`config.mk`:
```
export PLATFORM = sky130hd
export DESIGN_NAME = paddle_cmd_rx
export DESIGN_NICKNAME = d
export VERILOG_FILES = /design/src/rtl/paddle_cmd_rx.sv
export SDC_FILE = /design/constraint.sdc
export NUM_CORES = 1
export LEC_CHECK = 0
export ABC_AREA = 1
export BUFFER_PORTS_ARGS = -buffer_cell sky130_fd_sc_hd__clkbuf_2
export CORE_ASPECT_RATIO = 0.75
export CORE_MARGIN = 5
export CORE_UTILIZATION = 41
export DETAILED_ROUTE_END_ITERATION = 7
export HOLD_SLACK_MARGIN = 0.03
export PLACE_DENSITY = 0.68
export REMOVE_ABC_BUFFERS = 1
export SKIP_CTS_REPAIR_TIMING = 1
export SLEW_MARGIN = 20
export SYNTH_ARGS = -nofsm -noshare
export SYNTH_HDL_FRONTEND = slang
export SYNTH_SLANG_ARGS = --single-unit
export TNS_END_PERCENT = 100
```
`constraint.sdc`:
```
create_clock -name clk -period 1.7 [get_ports clk]
set_clock_uncertainty 0.05 [all_clocks]
set_input_delay 0.17 -clock clk [delete_from_list [all_inputs] [get_ports clk]]
set_output_delay 0.17 -clock clk [all_outputs]
set_load 0.02 [all_outputs]
```
`src/rtl/paddle_cmd_rx.sv`:
```
// paddle_cmd_rx: UART receiver for the inter-board paddle link. Decodes command bytes into
// paddle up/down levels and drops the paddle when the link times out.
// Define PADDLE_CMD_PARITY_EN to expect an even parity bit (8E1 frame) instead of 8N1.
module paddle_cmd_rx #(
  parameter int CLKS_PER_BIT   = 87,
  parameter int TIMEOUT_CYCLES = 1000000
) (
  input  logic       clk,
  input  logic       reset_n,
  input  logic       i_rx_serial,
  output logic       o_up,
  output logic       o_down,
  output logic       o_cmd_valid,
  output logic [7:0] o_cmd_byte,
  output logic       o_frame_err,
  output logic       o_bad_cmd,
  output logic       o_link_ok
);

  localparam int HALF_BIT = (CLKS_PER_BIT - 1) / 2;
  localparam int CNT_W    = $clog2(CLKS_PER_BIT);
  localparam int TO_W     = $clog2(TIMEOUT_CYCLES + 1);

  localparam logic [CNT_W-1:0] BIT_LAST  = CNT_W'(CLKS_PER_BIT - 1);
  localparam logic [CNT_W-1:0] HALF_LAST = CNT_W'(HALF_BIT - 1);
  localparam logic [TO_W-1:0]  TO_MAX    = TO_W'(TIMEOUT_CYCLES);
  localparam logic [TO_W-1:0]  TO_LAST   = TO_W'(TIMEOUT_CYCLES - 1);

  localparam logic [7:0] CMD_DOWN = 8'h00;
  localparam logic [7:0] CMD_UP   = 8'h01;
  localparam logic [7:0] CMD_HOLD = 8'h02;

`ifdef PADDLE_CMD_PARITY_EN
  typedef enum logic [2:0] {S_IDLE, S_START, S_DATA, S_PARITY, S_STOP} state_t;
`else
  typedef enum logic [2:0] {S_IDLE, S_START, S_DATA, S_STOP} state_t;
`endif

  logic [1:0]       sync_reg;
  logic             line_prev_reg;
  logic             rx_line;

  state_t           state_reg;
  logic [CNT_W-1:0] clk_cnt_reg;
  logic [2:0]       bit_idx_reg;
  logic [7:0]       shift_reg;
  logic             frame_done_reg;
  logic             frame_ok_reg;
  logic             parity_ok;
`ifdef PADDLE_CMD_PARITY_EN
  logic             parity_reg;
`endif

  logic [TO_W-1:0]  timeout_cnt_reg;
  logic             known_cmd;

  assign rx_line = sync_reg[1];

  // Line synchronizer; flops reset to the idle (high) level so release never fakes a start edge.
  always_ff @(posedge clk or negedge reset_n) begin
    if (!reset_n) begin
      sync_reg      <= 2'b11;
      line_prev_reg <= 1'b1;
    end else begin
      sync_reg      <= {sync_reg[0], i_rx_serial};
      line_prev_reg <= sync_reg[1];
    end
  end

`ifdef PADDLE_CMD_PARITY_EN
  assign parity_ok = ~(^{shift_reg, parity_reg});
`else
  assign parity_ok = 1'b1;
`endif

  // Frame FSM. frame_done_reg/frame_ok_reg flag the stop-bit sample to the decode stage.
  always_ff @(posedge clk or negedge reset_n) begin
    if (!reset_n) begin
      state_reg      <= S_IDLE;
      clk_cnt_reg    <= '0;
      bit_idx_reg    <= '0;
      shift_reg      <= '0;
      frame_done_reg <= 1'b0;
      frame_ok_reg   <= 1'b0;
`ifdef PADDLE_CMD_PARITY_EN
      parity_reg     <= 1'b0;
`endif
    end else begin
      frame_done_reg <= 1'b0;
      frame_ok_reg   <= 1'b0;
      case (state_reg)
        S_IDLE: begin
          clk_cnt_reg <= '0;
          bit_idx_reg <= '0;
          if (line_prev_reg && !rx_line) begin
            state_reg <= S_START;
          end
        end
        S_START: begin
          if (clk_cnt_reg == HALF_LAST) begin
            clk_cnt_reg <= '0;
            // A line already back high at mid-start was a glitch, not a frame.
            state_reg   <= rx_line ? S_IDLE : S_DATA;
          end else begin
            clk_cnt_reg <= clk_cnt_reg + 1'b1;
          end
        end
        S_DATA: begin
          if (clk_cnt_reg == BIT_LAST) begin
            clk_cnt_reg <= '0;
            shift_reg   <= {rx_line, shift_reg[7:1]};
            bit_idx_reg <= bit_idx_reg + 3'd1;
            if (bit_idx_reg == 3'd7) begin
`ifdef PADDLE_CMD_PARITY_EN
              state_reg <= S_PARITY;
`else
              state_reg <= S_STOP;
`endif
            end
          end else begin
            clk_cnt_reg <= clk_cnt_reg + 1'b1;
          end
        end
`ifdef PADDLE_CMD_PARITY_EN
        S_PARITY: begin
          if (clk_cnt_reg == BIT_LAST) begin
            clk_cnt_reg <= '0;
            parity_reg  <= rx_line;
            state_reg   <= S_STOP;
          end else begin
            clk_cnt_reg <= clk_cnt_reg + 1'b1;
          end
        end
`endif
        S_STOP: begin
          if (clk_cnt_reg == BIT_LAST) begin
            clk_cnt_reg    <= '0;
            frame_done_reg <= 1'b1;
            frame_ok_reg   <= rx_line && parity_ok;
            // Back to IDLE at mid-stop so a back-to-back start edge is not missed.
            state_reg      <= S_IDLE;
          end else begin
            clk_cnt_reg <= clk_cnt_reg + 1'b1;
          end
        end
        default: state_reg <= S_IDLE;
      endcase
    end
  end

  always_comb begin
    known_cmd = 1'b0;
    if (frame_done_reg && frame_ok_reg) begin
      known_cmd = (shift_reg == CMD_DOWN) || (shift_reg == CMD_UP) || (shift_reg == CMD_HOLD);
    end
  end

  // Decode and link supervision; shift_reg stays stable for a full bit after the stop sample.
  always_ff @(posedge clk or negedge reset_n) begin
    if (!reset_n) begin
      o_up            <= 1'b0;
      o_down          <= 1'b0;
      o_cmd_valid     <= 1'b0;
      o_cmd_byte      <= 8'h00;
      o_frame_err     <= 1'b0;
      o_bad_cmd       <= 1'b0;
      o_link_ok       <= 1'b0;
      timeout_cnt_reg <= '0;
    end else begin
      o_cmd_valid <= 1'b0;
      o_frame_err <= 1'b0;
      o_bad_cmd   <= 1'b0;

      if (frame_done_reg) begin
        if (frame_ok_reg) begin
          o_cmd_valid <= 1'b1;
          o_cmd_byte  <= shift_reg;
          o_bad_cmd   <= !known_cmd;
        end else begin
          o_frame_err <= 1'b1;
        end
      end

      // A known command takes priority over a timeout expiring on the same edge.
      if (known_cmd) begin
        timeout_cnt_reg <= '0;
        o_link_ok       <= 1'b1;
        o_up            <= (shift_reg == CMD_UP);
        o_down          <= (shift_reg == CMD_DOWN);
      end else if (timeout_cnt_reg != TO_MAX) begin
        timeout_cnt_reg <= timeout_cnt_reg + 1'b1;
        if (timeout_cnt_reg == TO_LAST) begin
          o_link_ok <= 1'b0;
          o_up      <= 1'b0;
          o_down    <= 1'b0;
        end
      end
    end
  end

endmodule

```
; After elaboration in Yosys (flattened, before gate mapping)
; Cells that the tools add are included.
[word_totals]
reg_bits = 60
word_cells = 82
[classes]
add_sub_neg = 3
n_eq_ne = 15
mux = 30
reduce_logical = 18
[op_table]
columns = operator, n
row1 = $mux 20, 2
row2 = $pmux 7 s3, 1
row3 = $add 20x1->20 const B, 1
row4 = $eq 20x20->1 const B, 1
row5 = $ne 20x20->1 const B, 1
row6 = $mux 3, 6
row7 = $mux 1, 16
row8 = $mux 7, 2
row9 = $pmux 3 s4, 1
row10 = $ne 2x2->1 const B, 5
row11 = $eq 8x1->1 const B, 1
row12 = $eq 8x2->1 const B, 1
row13 = $logic_not 8->1, 1
row14 = $reduce_and 2->1, 4
row15 = $add 7x1->7 const B, 1
row16 = $eq 7x6->1 const B, 1
row17 = $eq 7x7->1 const B, 1
row18 = $eq 3x2->1 const B, 2
row19 = $pmux 3 s2, 1
row20 = $reduce_bool 2->1, 3
row21 = $reduce_and 5->1, 1
row22 = $add 3x1->3 const B, 1
row23 = $eq 3x1->1 const B, 1
row24 = $eq 3x3->1 const B, 1
row25 = 7 further kinds, 10

; Logic depth before layout (Yosys ltp)
; Gate-level depths: netlist (run 1).
[logic_depth]
ltp_word = 7
depth_mapped = 9

; Worst setup path before layout (run 1)
; OpenSTA, ideal clock, no wires.
[synth_timing]
path_type = register to register
startpoint = register clk_cnt_reg[0]
endpoint = register state_reg[1]
t_arrival_ns = 1.201
t_required_ns = 1.533
slack_ns = 0.332
stages_incl_launch_ff = 10
path_buffers = 0
period_less_slack_ns = 1.368
cell_sequence = dfrtp_1 inv_1 ha_1 nand2_1 nor2_4 nand2_2 nand2_1 nand3_1 nand2_1 nand2_1
[synth_via]
elab_chain_cells = 3
[synth_lines]
columns = item, line
row1 = "start, declared", 44  ; logic [CNT_W-1:0] clk_cnt_reg;
row2 = "start signal, assigned", 105  ; clk_cnt_reg <= clk_cnt_reg + 1'b1;
row3 = "start signal, assigned", 121  ; clk_cnt_reg <= clk_cnt_reg + 1'b1;
row4 = "start signal, assigned", 143  ; clk_cnt_reg <= clk_cnt_reg + 1'b1;
row5 = $eq 7x7->1 / $eq 7x6->1 (equally long branches), "109, 136, 100"
row6 = $ne 2x2->1 (no line), --
row7 = $reduce_and 5->1 (no line) *, --
row8 = "end signal, assigned", 103  ; state_reg <= rx_line ? S_IDLE : S_DATA;
row9 = "end, declared", 43  ; state_t state_reg;
; Mark *: on every way between the ends. The rest lies on a longest branch, timed or not.
; A chain may end at the register's enable or synchronous reset.

; Worst setup path after layout (run 1)
[layout_timing]
startpoint = register timeout_cnt_reg[0]
endpoint = register o_up
[layout_via]
elab_chain_cells = 3
[layout_lines]
columns = item, line
row1 = "start, declared", 54  ; logic [TO_W-1:0] timeout_cnt_reg;
row2 = "start signal, assigned", 191  ; timeout_cnt_reg <= timeout_cnt_reg + 1'b1;
row3 = $eq 20x20->1 / $ne 20x20->1 (equally long branches), "192, 190"
row4 = $reduce_bool 2->1 (no line), --
row5 = $reduce_and 2->1 (no line) *, --
row6 = "end signal, assigned", 188  ; o_up <= (shift_reg == CMD_UP);
row7 = "end, declared", 11  ; output logic o_up,
; Marked as above.

==> flow_summary.yaml, run 1 <==
detailed_routing:
  vias: 2407
  drt_pre_antenna_iters: 4
  drc_errors_left: 0
  ant_nets: 0
  totalWireLength_um: 6500
  average_wire_per_cell_in_the_routed_design_um: 13.0
  post_drt_via_cell_ratio: 4.81
  dr.first_iter.drc_count: 215
worst_setup_path:
  setup.worst_path.end_class: "flip-flop"
  r2r_start: "timeout_cnt_reg[0]"
  worst_path_largest_cell_delay_ns: 0.42
  worstPathArrival_ns: 1.72
  critical_path.top_delay_family: "simple AND/OR/NAND/NOR gates"
  crit_path_top_delay_cell: "dfrtp_2"
  criticalPathCategory: "reg2reg"
  worstReg2RegEnd: "o_up"
  timing.critical_path.cells: "ha_1 -> nand2_2 -> nor2_4 -> nand2_4 -> nor2_1 -> nand3_1 -> nand3_1 -> nand2_1"
  worstPathBufferInverterCount: 0
  worst_setup_path_start_kind: "flip-flop"
  cp_data_required_time_ns: 1.87
  reg2reg_slack_ns: 0.15
  timing.critical_path.mode_cell: "nand3_1"
  worst-path-max-fanout: 6
  reg2reg_depth: 8
sta:
  timing.final.crit_period_ns: 1.55
  final_max_slew_viol_count: 0
  finalCritPeriodShare_pct: 91.2
  rsz_0062_raised_after_global_routing: "false"
  setup_violations: 0
  hold_viol: 0
  setup_total_negative_slack_ns: 0
  max_clock_freq_ghz: 0.645
  tightestPinTransition_ns: 0.359
  slew_headroom_pct: 75.8
global_route:
  grt_first_pass_wirelength_um: 11300
  grt_use_met1_pct: 24.3
  grt_pass1_vias: 2262
  overflow: 0
  antenna_violations_before_repair: 0
  gr-max-usage-layer: "met1"
  grt_overall_usage_pct: 16.1
  grtUsageMet2_pct: 19.9
  grt_max_degree: 43
  use_met3_pct: 6.50
clocking:
  clock_path_buffers: 2
  h_tree_level_count: 3
  cts.sink_count: 59
  worst_setup_hold_path_clk_slew_ns: 0.07
  clock_latency_ns: 0.35
  cts_tree: "built"
  cts-root-buf: "clkbuf_8"
  tritoncts.num_buffers: 9
power_and_ir_drop:
  switching_fraction_pct: 27.9
  max-vdd-ir-drop_mv: 0.345
  total_power_uw: 3020
  switchingPower_uw: 845
  power_per_cell_area_nw_per_um2: 884
  power.static_leakage_uw: 0.00160
  comb_power_share_pct: 11.6
  power.sequential.fraction_pct: 50.4
  internal_power_uw: 2180
  share_clk_of_total_power_pct: 38.0
layout:
  largest_reg_flops: 20
  antenna_cells_inserted: 0
  layout-drive-gt1-share_pct: 21.1
  final_net_count: 403
  area_delta_synth_final_pct: 14.2
  fill_cells: 736
flow_run:
  timing.max_cap.violations: 0
yosys:
  syn_area_per_cell_um2: 8.26
  largest_family_of_logic_cells_by_synthesized_area: "simple AND/OR/NAND/NOR gates"
  synth_xor_area_share_pct: 1.46
  yosys.cell_types.count: 28
  post_synth_fa_ha_maj_area_fraction_pct: 2.51
  synthSimpleGateAreaFrac_pct: 32.3
  post_synth_mux_area_share_pct: 0
  ys_warn_count: 0
  ys_seq_elements: 59
  mappedNetlistArea_um2: 3000
  postSynth.topFlopCell: "dfrtp_1"
  synth_edf_count: 0
  async_sr_flop_fraction_pct: 100
  synth_compound_gate_area_share_pct: 7.68
  synthCells: 363
  synth_seq_area_share_pct: 49.4
place:
  buffer_ports.inserted: 16
  gp_congestion: 0.884
  detailed_place_hpwl_um: 4760
floorplan:
  placement_rows: 27
  dieArea_um2: 9140
  core-area_um2: 7230
  effective_utilization_at_floorplan_pct: 41.5
  die-height_um: 84.0
  chipWidth_um: 109
  i_o_pin_cnt: 17
outcome:
  outcome: "complete, no violations"
min_path:
  hold_path_class: "in2async"
area by class of cell:
cell class	count	area, um2	share of cell area (%)
flip-flops and latches	59	1480	43.3
multi-input cells	255	1320	38.5
inverters	46	173	5.05
clock buffers	14	163	4.75
repair buffers	23	150	4.39
well taps	101	126	3.69
clock inverters	2	10.0	0.293
kinds of logic after synthesis:
kind of cell,after synthesis
buffers and inverters,49
AOI/OAI and AO/OA,38
xor gates and xnor gates,5
and+or+nand+nor,206
DFF,59
adders and majority gates,6
power groups by stage:
stage / combinational [uW] / sequential [uW] / clock, uW
after global placement: 336 / 1540 / 0
after floorplan: 255 / 1530 / 0
after global routing: 407 / 1530 / 1260
final: 349 / 1530 / 1150
after CTS: 348 / 1520 / 1190
after detailed placement: 343 / 1550 / 0
cells in the mapped netlist (3+ instances only):
cell type | count | share of area, %
nor3_1 | 9 | 1.5
nand2_1 | 83 | 10
o21ai_2 | 10 | 2.9
nand2_2 | 12 | 2.5
inv_1 | 40 | 5.0
dfstp_2 | 3 | 2.6
nor2_4 | 5 | 1.9
o21ai_1 | 4 | 0.67
nand4_1 | 9 | 1.9
inv_2 | 6 | 0.75
nor2_2 | 9 | 1.9
nor2_1 | 53 | 6.6
xor2_1 | 3 | 0.88
nand3_1 | 20 | 3.3
a21oi_1 | 11 | 1.8
ha_1 | 6 | 2.5
o21ai_0 | 12 | 2.0
dfrtp_1 | 56 | 47
worst max path at each step:
stage                             startpoint      endpoint  slack [ns]  depth (start not counted)
final                     timeout_cnt_reg[0]          o_up        0.15                          8
after global routing      timeout_cnt_reg[1]     o_link_ok        0.01                          8
after CTS                 timeout_cnt_reg[0]          o_up        0.12                          8
after detailed placement  timeout_cnt_reg[0]          o_up        0.13                          8
after global placement    timeout_cnt_reg[0]          o_up        0.21                          8
after floorplan               clk_cnt_reg[0]  shift_reg[0]        0.31                          7
placed cells by master (no fill, tap or decap), types with 2 or more instances in the layout:
| cell | synthesis | final |
|---|---|---|
| dfstp_2 | 3 | 3 |
| nand3_1 | 20 | 20 |
| clkinv_2 | 0 | 2 |
| xor2_1 | 3 | 3 |
| a21oi_1 | 11 | 11 |
| nand2_2 | 12 | 12 |
| dlygate4sd3_1 | 0 | 2 |
| o21ai_2 | 10 | 10 |
| ha_1 | 6 | 6 |
| dfrtp_1 | 56 | 55 |
| xnor2_1 | 2 | 2 |
| nand2_1 | 83 | 83 |
| nand4_1 | 9 | 9 |
| inv_1 | 40 | 40 |
| nor2_4 | 5 | 5 |
| nor2_1 | 53 | 53 |
| buf_4 | 0 | 4 |
| clkbuf_8 | 0 | 11 |
| nor3_1 | 9 | 9 |
| o21ai_1 | 4 | 4 |
| clkbuf_2 | 0 | 16 |
| nor2_2 | 9 | 9 |
| clkbuf_1 | 1 | 3 |
| o21ai_0 | 12 | 12 |
| inv_2 | 6 | 6 |
worst reg2reg max path, stage by stage, from the launching register on:
cell,delay (ns)
dfrtp_2,0.42
ha_1,0.25
nand2_2,0.10
nor2_4,0.13
nand2_4,0.08
nor2_1,0.10
nand3_1,0.12
nand3_1,0.09
nand2_1,0.07
through the flow:
step           hold WS [ns]  setup slack, ns  area (um2)  util, %  std cells
2_1_floorplan        -0.176            0.312        2970        -        360
4_1_cts              -0.245            0.119        3400     47.0        498
3_3_place_gp          0.135            0.211        3230     44.6        482
3_5_place_dp          0.133            0.132        3230     44.6        482
5_1_grt               0.312           0.0130        3420     47.3        500
6_report              0.299            0.150        3420     47.3        500
metal layers:
metal | share of wire [%] | routed length (um)
met5 | 0 | 0
met4 | 1.5 | 99
met3 | 6.9 | 447
met2 | 39 | 2530
met1 | 53 | 3430
Note: power is estimated with default switching activity, not from simulation.
==> run 2, diff against run 1 <==
--- a/config.mk
+++ b/config.mk
@@ -6,16 +6,16 @@
 export NUM_CORES = 1
 export LEC_CHECK = 0
 export ABC_AREA = 1
-export BUFFER_PORTS_ARGS = -buffer_cell sky130_fd_sc_hd__clkbuf_2
 export CORE_ASPECT_RATIO = 0.75
 export CORE_MARGIN = 5
 export CORE_UTILIZATION = 41
 export DETAILED_ROUTE_END_ITERATION = 7
+export DONT_BUFFER_PORTS = 1
 export HOLD_SLACK_MARGIN = 0.03
-export PLACE_DENSITY = 0.68
+export PLACE_DENSITY = 0.66
 export REMOVE_ABC_BUFFERS = 1
 export SKIP_CTS_REPAIR_TIMING = 1
-export SLEW_MARGIN = 20
+export SLEW_MARGIN = 30
 export SYNTH_ARGS = -nofsm -noshare
 export SYNTH_HDL_FRONTEND = slang
 export SYNTH_SLANG_ARGS = --single-unit
==> flow_summary.yaml, run 2 (synthesis results as in run 1) <==
outcome:
  outcome: "complete, no violations"
global_route:
  gr-max-usage-layer: "met1"
  use_met3_pct: 5.80
  grt_overall_usage_pct: 14.9
  grt_pass1_vias: 2128
  grt_use_met1_pct: 22.4
  grt_first_pass_wirelength_um: 10600
  grt_max_degree: 60
  antenna_violations_before_repair: 0
  grtUsageMet2_pct: 19.0
  overflow: 0
layout:
  final_net_count: 385
  layout-drive-gt1-share_pct: 17.3
  layout.cells.most_common: "nand2_1"
  area_delta_synth_final_pct: 12.2
  antenna_cells_inserted: 0
  leading_cell_types_in_the_layout_fill_and_taps_excluded: "nand2_1 (83), dfrtp_1 (55), nor2_1 (53)"
  largest_reg_flops: 20
worst_setup_path:
  cp_data_required_time_ns: 1.88
  setup.worst_path.end_class: "flip-flop"
  criticalPathCategory: "reg2reg"
  worst-path-max-fanout: 19
  reg2reg_depth: 7
  worstPathArrival_ns: 1.71
  worst_setup_path_start_kind: "flip-flop"
sta:
  tightestPinTransition_ns: 0.422
  setup_violations: 0
  max_clock_freq_ghz: 0.651
  rsz_0062_raised_after_global_routing: "false"
  timing.final.crit_period_ns: 1.54
  hold_ws_ns: 0.280
  final_max_slew_viol_count: 0
  hold_viol: 0
  setup_total_negative_slack_ns: 0
  slew_headroom_pct: 71.6
  finalCritPeriodShare_pct: 90.3
detailed_routing:
  totalWireLength_um: 6050
  ant_nets: 0
  post_drt_via_cell_ratio: 4.79
  drc_errors_left: 0
  average_wire_per_cell_in_the_routed_design_um: 12.5
  dr.first_iter.drc_count: 136
  vias: 2309
  drt_pre_antenna_iters: 4
clocking:
  cts.sink_count: 59
  clock_latency_ns: 0.34
  h_tree_level_count: 3
  cts-root-buf: "clkbuf_8"
  cts_tree: "built"
  tritoncts.num_buffers: 9
  worst_setup_hold_path_clk_slew_ns: 0.07
  clock_path_buffers: 2
place:
  detailed_place_hpwl_um: 4380
  gp_congestion: 0.881
  buffer_ports.inserted: 0
floorplan:
  placement_rows: 27
  chipWidth_um: 109
  dieArea_um2: 9140
  effective_utilization_at_floorplan_pct: 41.5
  i_o_pin_cnt: 17
  die-height_um: 84.0
  core-area_um2: 7230
flow_run:
  timing.max_cap.violations: 0
power_and_ir_drop:
  power_per_cell_area_nw_per_um2: 930
  max-vdd-ir-drop_mv: 0.350
  power.static_leakage_uw: 0.00153
min_path:
  hold_path_class: "in2async"
-- run 2: path summary, 6_finish.rpt --
path | from | slack [ns] | to
max in group asynchronous | reset_n | 1.03 | sync_reg[0]
min reg2reg | sync_reg[0] | 0.31 | sync_reg[1]
max | clk_cnt_reg[0] | 0.16 | shift_reg[3]
max reg2reg | clk_cnt_reg[0] | 0.16 | shift_reg[3]
min in group clk | sync_reg[0] | 0.31 | sync_reg[1]
min | reset_n | 0.28 | clk_cnt_reg[1]
-- run 2: cell type report --
type,count,area (um2)
multi-input combinational,255,1320
clock inverter,3,40.0
timing repair buffer,5,75.1
tap,101,126
clock buffer,13,149
inverter,46,173
fill,692,3870
sequential,59,1480
-- run 2: per-stage QoR --
stage	instance area, um2	utilization [%]	std cells	total power, uW	setup WS, ns
2_1_floorplan	2970	-	360	1790	0.312
3_3_place_gp	3120	43.2	463	1850	0.220
3_5_place_dp	3120	43.2	463	1860	0.157
4_1_cts	3310	45.8	479	3130	0.150
5_1_grt	3360	46.5	482	3290	0.00481
6_report	3360	46.5	482	3130	0.165
-- run 2: worst max-delay path, cell delays in order, from the launching register on --
cell	delay (ns)
dfrtp_1	0.43
inv_1	0.08
ha_1	0.16
nand2_1	0.09
nor2_4	0.16
nand3_4	0.24
nand2_1	0.16
o21ai_2	0.06
-- run 2: where the power goes --
group / internal, uW / switching (uW)
Sequential: 1460 / 64.3
Clock: 714 / 542
Combinational: 111 / 233
Total: 2290 / 839
-- run 2: per-layer routing --
| metal | wire length (um) | part of all wire (%) |
|---|---|---|
| met1 | 3240 | 54 |
| met2 | 2300 | 38 |
| met3 | 407 | 6.7 |
| met4 | 97 | 1.6 |
| met5 | 0 | 0 |
==> run 3, diff against run 2 <==
--- a/config.mk
+++ b/config.mk
@@ -5,7 +5,6 @@
 export SDC_FILE = /design/constraint.sdc
 export NUM_CORES = 1
 export LEC_CHECK = 0
-export ABC_AREA = 1
 export CORE_ASPECT_RATIO = 0.75
 export CORE_MARGIN = 5
 export CORE_UTILIZATION = 41
==> flow_summary.yaml, run 3 <==
sta:
  fin_ws_ns: -0.291
  rsz_0062_raised_after_global_routing: "true"
  max_clock_freq_ghz: 0.502
  timing.final.crit_period_ns: 1.99
  slew_headroom_pct: 73.2
  finalCritPeriodShare_pct: 117
  tightestPinTransition_ns: 0.398
  final_max_slew_viol_count: 0
  hold_ws_ns: 0.293
  hold_viol: 0
  setup_violations: 16
place:
  detailed_place_hpwl_um: 3670
  post_dp_cell_area_um2: 3050
  gp_congestion: 0.877
  buffer_ports.inserted: 0
yosys:
  ys_seq_elements: 59
  post_synth_fa_ha_maj_area_fraction_pct: 2.78
  synth_top_cell_by_area: "dfrtp_1"
  synth_edf_count: 0
  synth_most_common_cell: "dfrtp_1"
  async_sr_flop_fraction_pct: 100
  synth_seq_area_share_pct: 54.8
  synth_largest_type_area_fraction_pct: 51.9
  synth_xor_area_share_pct: 6.16
  synthSimpleGateAreaFrac_pct: 20.1
  largest_family_of_logic_cells_by_synthesized_area: "simple AND/OR/NAND/NOR gates"
  synth_compound_gate_area_share_pct: 6.81
  synthCells: 252
  post_synth_mux_area_share_pct: 6.25
  yosys.cell_types.count: 39
  ys_warn_count: 0
  syn_area_per_cell_um2: 10.7
  synthTopCellsByArea: "dfrtp_1 (52%), mux2_2 (6.3%), nor2_1 (3.9%)"
  ys_top_cells_by_count: "dfrtp_1 (56), nor2_1 (28), nand2_1 (18), nand3_1 (16), mux2_2 (15)"
  mappedNetlistArea_um2: 2700
  postSynth.topFlopCell: "dfrtp_1"
layout:
  final_net_count: 306
  largest_reg_flops: 20
  layout.cells.most_common: "dfrtp_1"
  layout.core_utilization_pct: 55.6
  area_delta_synth_final_pct: 30.6
  leading_cell_types_in_the_layout_fill_and_taps_excluded: "dfrtp_1 (56), buf_4 (37), nor2_1 (28)"
  layout-drive-gt1-share_pct: 33.1
  antenna_cells_inserted: 0
  stdcell_area_um2: 3530
  fill_cells: 550
power_and_ir_drop:
  max-vdd-ir-drop_mv: 0.584
  comb_power_share_pct: 11.8
  internal_power_uw: 2510
  switchingPower_uw: 813
  share_clk_of_total_power_pct: 42.7
  switching_fraction_pct: 24.5
  power.sequential.fraction_pct: 45.5
  power.static_leakage_uw: 0.00161
  power_per_cell_area_nw_per_um2: 942
worst_setup_path:
  crit_path_start: "timeout_cnt_reg[15]"
  worst-path-max-fanout: 6
  worst_setup_path_start_kind: "flip-flop"
  criticalPathCategory: "reg2reg"
  cp_data_required_time_ns: 1.91
  r2r_start: "timeout_cnt_reg[15]"
  worstPathArrival_ns: 2.20
  setup.worst_path.end_class: "flip-flop"
clocking:
  clock_path_buffers: 2
  cts.sink_count: 59
  cts_tree: "built"
  clock_latency_ns: 0.34
  h_tree_level_count: 3
  cts-root-buf: "clkbuf_8"
  worst_setup_hold_path_clk_slew_ns: 0.07
  tritoncts.num_buffers: 9
floorplan:
  placement_rows: 25
  effective_utilization_at_floorplan_pct: 42.5
  i_o_pin_cnt: 17
  chipWidth_um: 104
  core-area_um2: 6350
  dieArea_um2: 8330
  die-height_um: 80.3
detailed_routing:
  post_drt_via_cell_ratio: 5.28
  vias: 2022
  totalWireLength_um: 5420
  ant_nets: 0
  average_wire_per_cell_in_the_routed_design_um: 14.1
  drt_pre_antenna_iters: 4
  dr.first_iter.drc_count: 93
  drc_errors_left: 0
global_route:
  grt_first_pass_wirelength_um: 9400
  antenna_violations_before_repair: 0
  grt_max_degree: 60
  grt_overall_usage_pct: 13.9
  overflow: 0
  grt_pass1_vias: 2028
flow_run:
  timing.max_cap.violations: 0
outcome:
  outcome: "finished, violations left"
  violated_checks: "negative setup slack"
min_path:
  hold_path_class: "in2async"
## run 3: changes by cell type after synthesis, sizes merged, moves of 7 or more
cell,change
nor3,-7
mux2,+15
nand2,-78
xnor2,+8
o21ai,-15
nor2,-39
inv,-36
## run 3: cell type report
cell class	instances	area (um2)	share of cell area [%]
Clock inverter	7	100	2.84
Sequential cell	59	1480	42.0
Inverter	10	37.5	1.06
Timing Repair Buffer	43	368	10.4
Tap cell	81	101	2.87
Clock buffer	9	124	3.51
Multi-Input combinational cell	174	1320	37.3
## run 3: power by group through the flow
stage                     clock [uW]  sequential, uW  combinational (uW)
after floorplan                    0            1550                 132
after global routing            1520            1520                 436
after detailed placement           0            1530                 267
after CTS                       1460            1500                 269
final                           1420            1510                 393
after global placement             0            1520                 260
## run 3: cells by family (layout without fill, tap and decap cells)
logic type / Yosys count / after routing
AOI/OAI and AO/OA: 30 / 30
buffers and inverters: 19 / 69
muxes: 15 / 15
xor gates and xnor gates: 19 / 19
adders and majority gates: 6 / 6
DFF: 59 / 59
and+or+nand+nor: 104 / 104
## run 3: through the flow
| stage | setup WS [ns] | instances | power [uW] | setup TNS (ns) |
|---|---|---|---|---|
| 2_1_floorplan | -0.239 | 243 | 1680 | -2.09 |
| 3_3_place_gp | -0.234 | 360 | 1780 | -1.62 |
| 3_5_place_dp | -0.278 | 360 | 1790 | -2.52 |
| 4_1_cts | -0.299 | 376 | 3230 | -2.77 |
| 5_1_grt | -0.363 | 383 | 3480 | -3.05 |
| 6_report | -0.291 | 383 | 3320 | -1.45 |
## run 3: worst paths after layout
check                                      endpoint  slack [ns]  depth (start not counted)
worst max-delay path             timeout_cnt_reg[1]       -0.29                          4
worst min-delay path            timeout_cnt_reg[17]        0.29                          2
worst max register to register   timeout_cnt_reg[1]       -0.29                          4
worst min register to register          sync_reg[1]        0.31                          0
max in group asynchronous             line_prev_reg        1.00                          2
min in group clk                        sync_reg[1]        0.31                          0
## run 3: layer usage
| layer | global-route usage (%) | vias to the layer above | part of all wire (%) | wire [um] |
|---|---|---|---|---|
| li1 | - | 983 | - | - |
| met1 | 19.2 | 996 | 51 | 2770 |
| met2 | 21.1 | 36 | 44 | 2370 |
| met5 | 0 | - | 0 | 0 |
| met4 | 3.49 | 0 | 0.94 | 51 |
| met3 | 4.58 | 7 | 4.1 | 223 |
## run 3: critical path, stage by stage, from the launching register on
cell	delay, ns
dfrtp_1	0.38
or4_1	0.51
or4_4	0.46
or3_1	0.39
a21oi_1	0.13
